===== config.mk =====
export PLATFORM = sky130hd
export DESIGN_NAME = mem_stage
export DESIGN_NICKNAME = d
export VERILOG_FILES = /design/src/rtl/mem_stage_pkg.sv /design/src/rtl/mem_stage.sv
export SDC_FILE = /design/constraint.sdc
export NUM_CORES = 1
export LEC_CHECK = 0
export BUFFER_PORTS_ARGS = -buffer_cell sky130_fd_sc_hd__buf_2
export CAP_MARGIN = 20
export CORE_UTILIZATION = 46
export CTS_CLUSTER_SIZE = 12
export DETAILED_ROUTE_END_ITERATION = 16
export PLACE_DENSITY = 0.95
export SETUP_SLACK_MARGIN = 0.3
export SYNTH_ARGS = -nofsm -noshare
export SYNTH_HDL_FRONTEND = slang
export SYNTH_SLANG_ARGS = --single-unit

===== constraint.sdc =====
create_clock -name clk -period 3.8 [get_ports clk]
set_input_delay 0.57 -clock clk [delete_from_list [all_inputs] [get_ports clk]]
set_output_delay 0.57 -clock clk [all_outputs]
set_load 0.005 [all_outputs]

===== src/rtl/mem_stage_pkg.sv =====
// Shared core definitions: default datapath widths used by every pipeline stage,
// plus the memory-stage state encoding.
package mem_stage_pkg;

    localparam int CORE_ADDR_W = 16;
    localparam int CORE_DATA_W = 32;
    localparam int CORE_REG_W  = 4;

    typedef enum logic {
        IDLE    = 1'b0,
        LD_WAIT = 1'b1
    } stage_state_e;

endpackage


===== src/rtl/mem_stage.sv =====
// Memory-access pipeline stage: issues loads/stores to a single-port synchronous
// data memory and produces the write-back triple, stalling upstream for one cycle per load.
module mem_stage
    import mem_stage_pkg::*;
#(
    parameter int ADDR_W = CORE_ADDR_W,
    parameter int DATA_W = CORE_DATA_W,
    parameter int REG_W  = CORE_REG_W
) (
    input  logic              clk,
    input  logic              rst,
    input  logic              valid_i,
    input  logic              ld_i,
    input  logic              st_i,
    input  logic              wb_en_i,
    input  logic [REG_W-1:0]  rd_addr_i,
    input  logic [DATA_W-1:0] result_i,
    input  logic [DATA_W-1:0] st_data_i,
    output logic              stall_o,
    output logic [ADDR_W-1:0] mem_a_o,
    output logic              mem_w_o,
    output logic [DATA_W-1:0] mem_d_o,
    input  logic [DATA_W-1:0] mem_q_i,
    output logic              wb_en_o,
    output logic [REG_W-1:0]  rd_addr_o,
    output logic [DATA_W-1:0] wb_data_o
);

    stage_state_e      state;
    logic [ADDR_W-1:0] ld_addr;
    logic [REG_W-1:0]  ld_rd;
    logic              in_ld_wait;
    logic              consume;

    assign in_ld_wait = (state == LD_WAIT);

    // Reset is the only input allowed to gate stall/write, so neither leaks out while rst is high.
    assign stall_o = in_ld_wait && !rst;
    assign consume = valid_i && !in_ld_wait;
    assign mem_w_o = consume && st_i && !rst;
    assign mem_a_o = in_ld_wait ? ld_addr : result_i[ADDR_W-1:0];
    assign mem_d_o = st_data_i;

    // NOTE: all state here uses non-blocking assignments so every register samples
    // pre-edge values; blocking would let later statements see already-updated state.
    always_ff @(posedge clk) begin
        if (rst) begin
            state     <= IDLE;
            wb_en_o   <= 1'b0;
            rd_addr_o <= '0;
            wb_data_o <= '0;
            ld_addr   <= '0;
            ld_rd     <= '0;
        end else begin
            unique case (state)
                IDLE: begin
                    if (!consume) begin
                        wb_en_o <= 1'b0;
                    end else if (st_i) begin
                        wb_en_o <= 1'b0;
                    end else if (ld_i) begin
                        ld_addr <= result_i[ADDR_W-1:0];
                        ld_rd   <= rd_addr_i;
                        wb_en_o <= 1'b0;
                        state   <= LD_WAIT;
                    end else begin
                        wb_en_o   <= wb_en_i;
                        rd_addr_o <= rd_addr_i;
                        wb_data_o <= result_i;
                    end
                end
                LD_WAIT: begin
                    // Memory has registered the read at the accept edge; retire it now.
                    wb_en_o   <= 1'b1;
                    rd_addr_o <= ld_rd;
                    wb_data_o <= mem_q_i;
                    state     <= IDLE;
                end
                default: state <= IDLE;
            endcase
        end
    end

endmodule


Word level (Yosys, flattened, before mapping) --
Cells that the tools add are included.
Word-level totals: bits in registers 58, input port bits 106, logic and storage cells 36
Cells by class: equality and inequality tests 3, muxes and demuxes 17, bitwise operators 2, reductions and logical operators 8
Operators by type and width (count):
- $mux W32 | 3
- $pmux W32 S2 | 1
- $mux W16 | 1
- $mux W4 | 3
- $pmux W4 S2 | 1
- $mux W1 | 6
- $ne A2 B2 Y1 const B | 3
- $logic_and A1 B1 Y1 | 4
- $pmux W1 S2 | 2
- $reduce_and A4 Y1 | 1
- $reduce_and A3 Y1 | 1
- $logic_not A1 Y1 | 2
- $not A1 Y1 | 2

Logic depth before layout (Yosys ltp) --
depth in word-level cells 4, mapped depth 5, mapped depth without buffers 3

Worst setup path before layout --
Ideal clock, no wire load.
kind reg2out, from reg state (netlist: in_ld_wait), to out mem_a_o[0], data arrival time 1.106 ns, slack 2.124 ns, cell stages (with the launch flop) 5, path buffers 3, cells stage by stage dfxtp_1 -> buf_2 -> buf_6 -> buf_2 -> mux2_2
On the way: cells in the longest elaborated chain, start to end 1
RTL lines:
- start, declared | RTL line mem_stage.sv:29 | stage_state_e state;
- start signal, assigned | RTL line mem_stage.sv:48 | state <= IDLE;
- start signal, assigned | RTL line mem_stage.sv:65 | state <= LD_WAIT;
- start signal, assigned | RTL line mem_stage.sv:77 | state <= IDLE;
- $mux W16 | RTL line mem_stage.sv:41 | assign mem_a_o = in_ld_wait ? ld_addr : result_i[ADDR_W-1:0];
- end, declared | RTL line mem_stage.sv:20 | output logic [ADDR_W-1:0] mem_a_o,
Every way passes these cells.

Worst setup path after layout --
Ends and elaborated chain as after synthesis.

==> flow_summary.yaml <==
sta:
  tns_ps: 0
  finalCriticalPeriod_ps: 2300
  hold-worst-slack_ps: 456
  fin_worst_skew_ps: 6.33
  timing.slew.headroom_pct: 29.1
  hold_violations: 0
  rsz0062_at_grt: "false"
  fmax_mhz: 434
  finalSetupViolations: 0
  worst_pin_slew_ps: 1060
  fin_crit_sh_pct: 60.6
  finalMaxSlewViolations: 0
hold_path:
  hp-class: "reg2reg"
  hold_depth: 2
  min_to: "ld_addr[4]"
  hold_path_startpoint: "ld_addr[4]"
clock_tree:
  cts_resized: 0
  clk_pin_slew_ps: 60
  cts_tree: "yes"
  clock_latency_ps: 320
  postCtsHoldBufs: 0
  cts_setup_buffers: 0
  cts_root_buf: "clkbuf_8"
  clockBufferDepth: 2
  numCtsBuffers: 9
  clock_sinks: 58
  htreeDepth: 3
layout:
  area_delta_synth_final_pct: 17.5
  final_cell_mix: "buf_2 (128), dfxtp_1 (57), nand2_1 (40)"
  num-fill-cells: 585
  diodes: 0
  layout_commonest_cell: "buf_2"
  fin_nets: 501
  drive_gt1_share_pct: 48.8
  final_cell_area_mm2: 0.00357
  fin_cells: 477
global_route:
  grt_overflow_total: 0
  gr-usage-all-layers_pct: 21.2
  grt_max_degree: 63
  grt_pass1_wl_um: 11800
  first_global_vias: 2605
  grt_antenna_before_repair: 0
logic_synthesis:
  syn_nets: 420
  synth-seq-cells: 58
  ys_seq_area_share_pct: 38.2
  yosysUniqueCellTypes: 20
  yosysWarnings: 0
  synth.avg_cell_area_um2: 9.67
  syn_inst: 314
  syn_area_mm2: 0.00304
detailed_routing:
  drt_iter0_drc: 84
  wl_um: 7430
  avgViaCountPerCell: 5.45
  postRouteAntennaNets: 0
  route.detailed.drc: 0
  vias: 2601
  drt-wirelength-per-cell_um: 15.6
  dr.pass1.iters: 4
critical_path:
  r2r-start: "in_ld_wait"
  critPathBufInv: 1
  path_cells: "mux2_2 > buf_2"
  end_kind: "primary output"
  reg2reg_slack_ps: 1650
  required_ps: 3230
  critPathTopFamily: "flip-flops"
  path_class: "reg2out"
  worst-endpoint-arrival_ps: 1730
  slowest_delay_ps: 830
  rr_endpoint: "ld_addr[10]"
  critPathMaxFanout: 62
  critPathSlowestCell: "dfxtp_4"
  startpoint_type: "register"
  reg2reg_depth: 3
pwr:
  finalPower_uw: 1370
  cellInternalPower_uw: 1010
  total_leakage_power_uw: 0.00145
  vdd_ir_drop_max_v: 0.000242
  netSwitchingPower_uw: 363
  p_comb_share_pct: 16.6
  p_seq_share_pct: 48.6
  pwr-share-clk_pct: 34.8
  p_per_area_mw_per_mm2: 384
  swShare_pct: 26.5
floorplan:
  die_area_mm2: 0.00693
  die_w_um: 83.3
  coreArea_mm2: 0.00635
  pin_count: 193
  die_y_um: 83.3
  start_util_pct: 47.8
  rows: 29
placed_design:
  io_buffers: 128
  gp_congestion: 0.792
  dp_cells: 461
  dpl.hpwl_um: 5200
  postPlaceCellArea_mm2: 0.00340
flow_run:
  drv_cap: 0
outcome:
  run_status: "completed"
## cell type report
type	count	area (µm²)	area share [%]
Timing Repair Buffer	132	671	18.8
Clock inverter	3	15.0	0.421
Multi-Input combinational cell	194	1470	41.3
Clock buffer	13	149	4.17
Sequential cell	58	1160	32.6
Tap cell	77	96.3	2.70
## power by group through the flow
stage	Combinational [µW]	Sequential, µW	Clock (µW)
floorplan	163	674	0
global placement	219	678	0
detailed placement	229	679	0
CTS	230	666	487
global route	249	670	512
finish	228	667	476
## worst min-delay path, delay by kind of cell (launching register included)
kind / cells / cell delay [ps]
AOI/OAI and AO/OA: 1 / 50
DFF: 1 / 310
and+or+nand+nor: 1 / 50
## kinds of logic (layout without fill, tap and decap cells)
logic type	Yosys count	after routing	synth area share [%]
AO/OA/AOI/OAI	56	56	17.1
buffers and inverters	62	148	13.5
flip-flops	58	58	38.2
multiplexers	52	52	17.8
AND/OR/NAND/NOR	86	86	13.3
## metal layers
layer,up-vias,track usage (%),share of wire [%]
met1,1211,22.4,39
met3,31,6.76,6.3
met5,-,0,0
met4,0,11.6,2.8
met2,114,37.4,52
li1,1245,-,-
## cells in the mapped netlist
cell | instances | share of area (%)
nor3_1 | 37 | 6.1
a211oi_1 | 6 | 1.5
nor3b_2 | 1 | 0.41
dfxtp_1 | 58 | 38
nand2_1 | 40 | 4.9
buf_6 | 4 | 1.5
a21oi_1 | 20 | 3.3
nand4bb_1 | 1 | 0.37
buf_1 | 1 | 0.12
nor2b_1 | 1 | 0.21
nor4bb_1 | 1 | 0.33
buf_2 | 12 | 2.0
clkbuf_1 | 10 | 1.2
nor2_1 | 3 | 0.37
mux2_2 | 16 | 5.9
and4bb_2 | 1 | 0.41
a211oi_2 | 30 | 12
or2_1 | 1 | 0.21
buf_4 | 35 | 8.7
mux2i_1 | 36 | 12
## how the worst max path moves through the flow
| stage | startpoint | to | slack, ps | cells after the start |
|---|---|---|---|---|
| after floorplan | in_ld_wait | mem_a_o[0] | 2120 | 4 |
| after global placement | st_i | wb_data_o[8] | 1370 | 5 |
| after detailed placement | st_i | wb_data_o[14] | 1250 | 5 |
| after CTS | in_ld_wait | mem_a_o[10] | 1490 | 2 |
| after global routing | in_ld_wait | mem_a_o[14] | 1410 | 2 |
| final | in_ld_wait | mem_a_o[0] | 1500 | 2 |
## flip-flops by register name, summed over array words and instances (netlist names)
signal and count:
in_ld_wait 1, ld_addr 16, ld_rd 4, rd_addr_o 4, wb_data_o 32, wb_en_o 1
## per-stage QoR
| stage | setup slack, ps | utilization (%) |
|---|---|---|
| 2_1_floorplan | 2120 | - |
| 3_3_place_gp | 1370 | 53.6 |
| 3_5_place_dp | 1250 | 53.6 |
| 4_1_cts | 1490 | 56.2 |
| 5_1_grt | 1410 | 56.2 |
| 6_report | 1500 | 56.2 |
(Power assumes the default switching activity.)
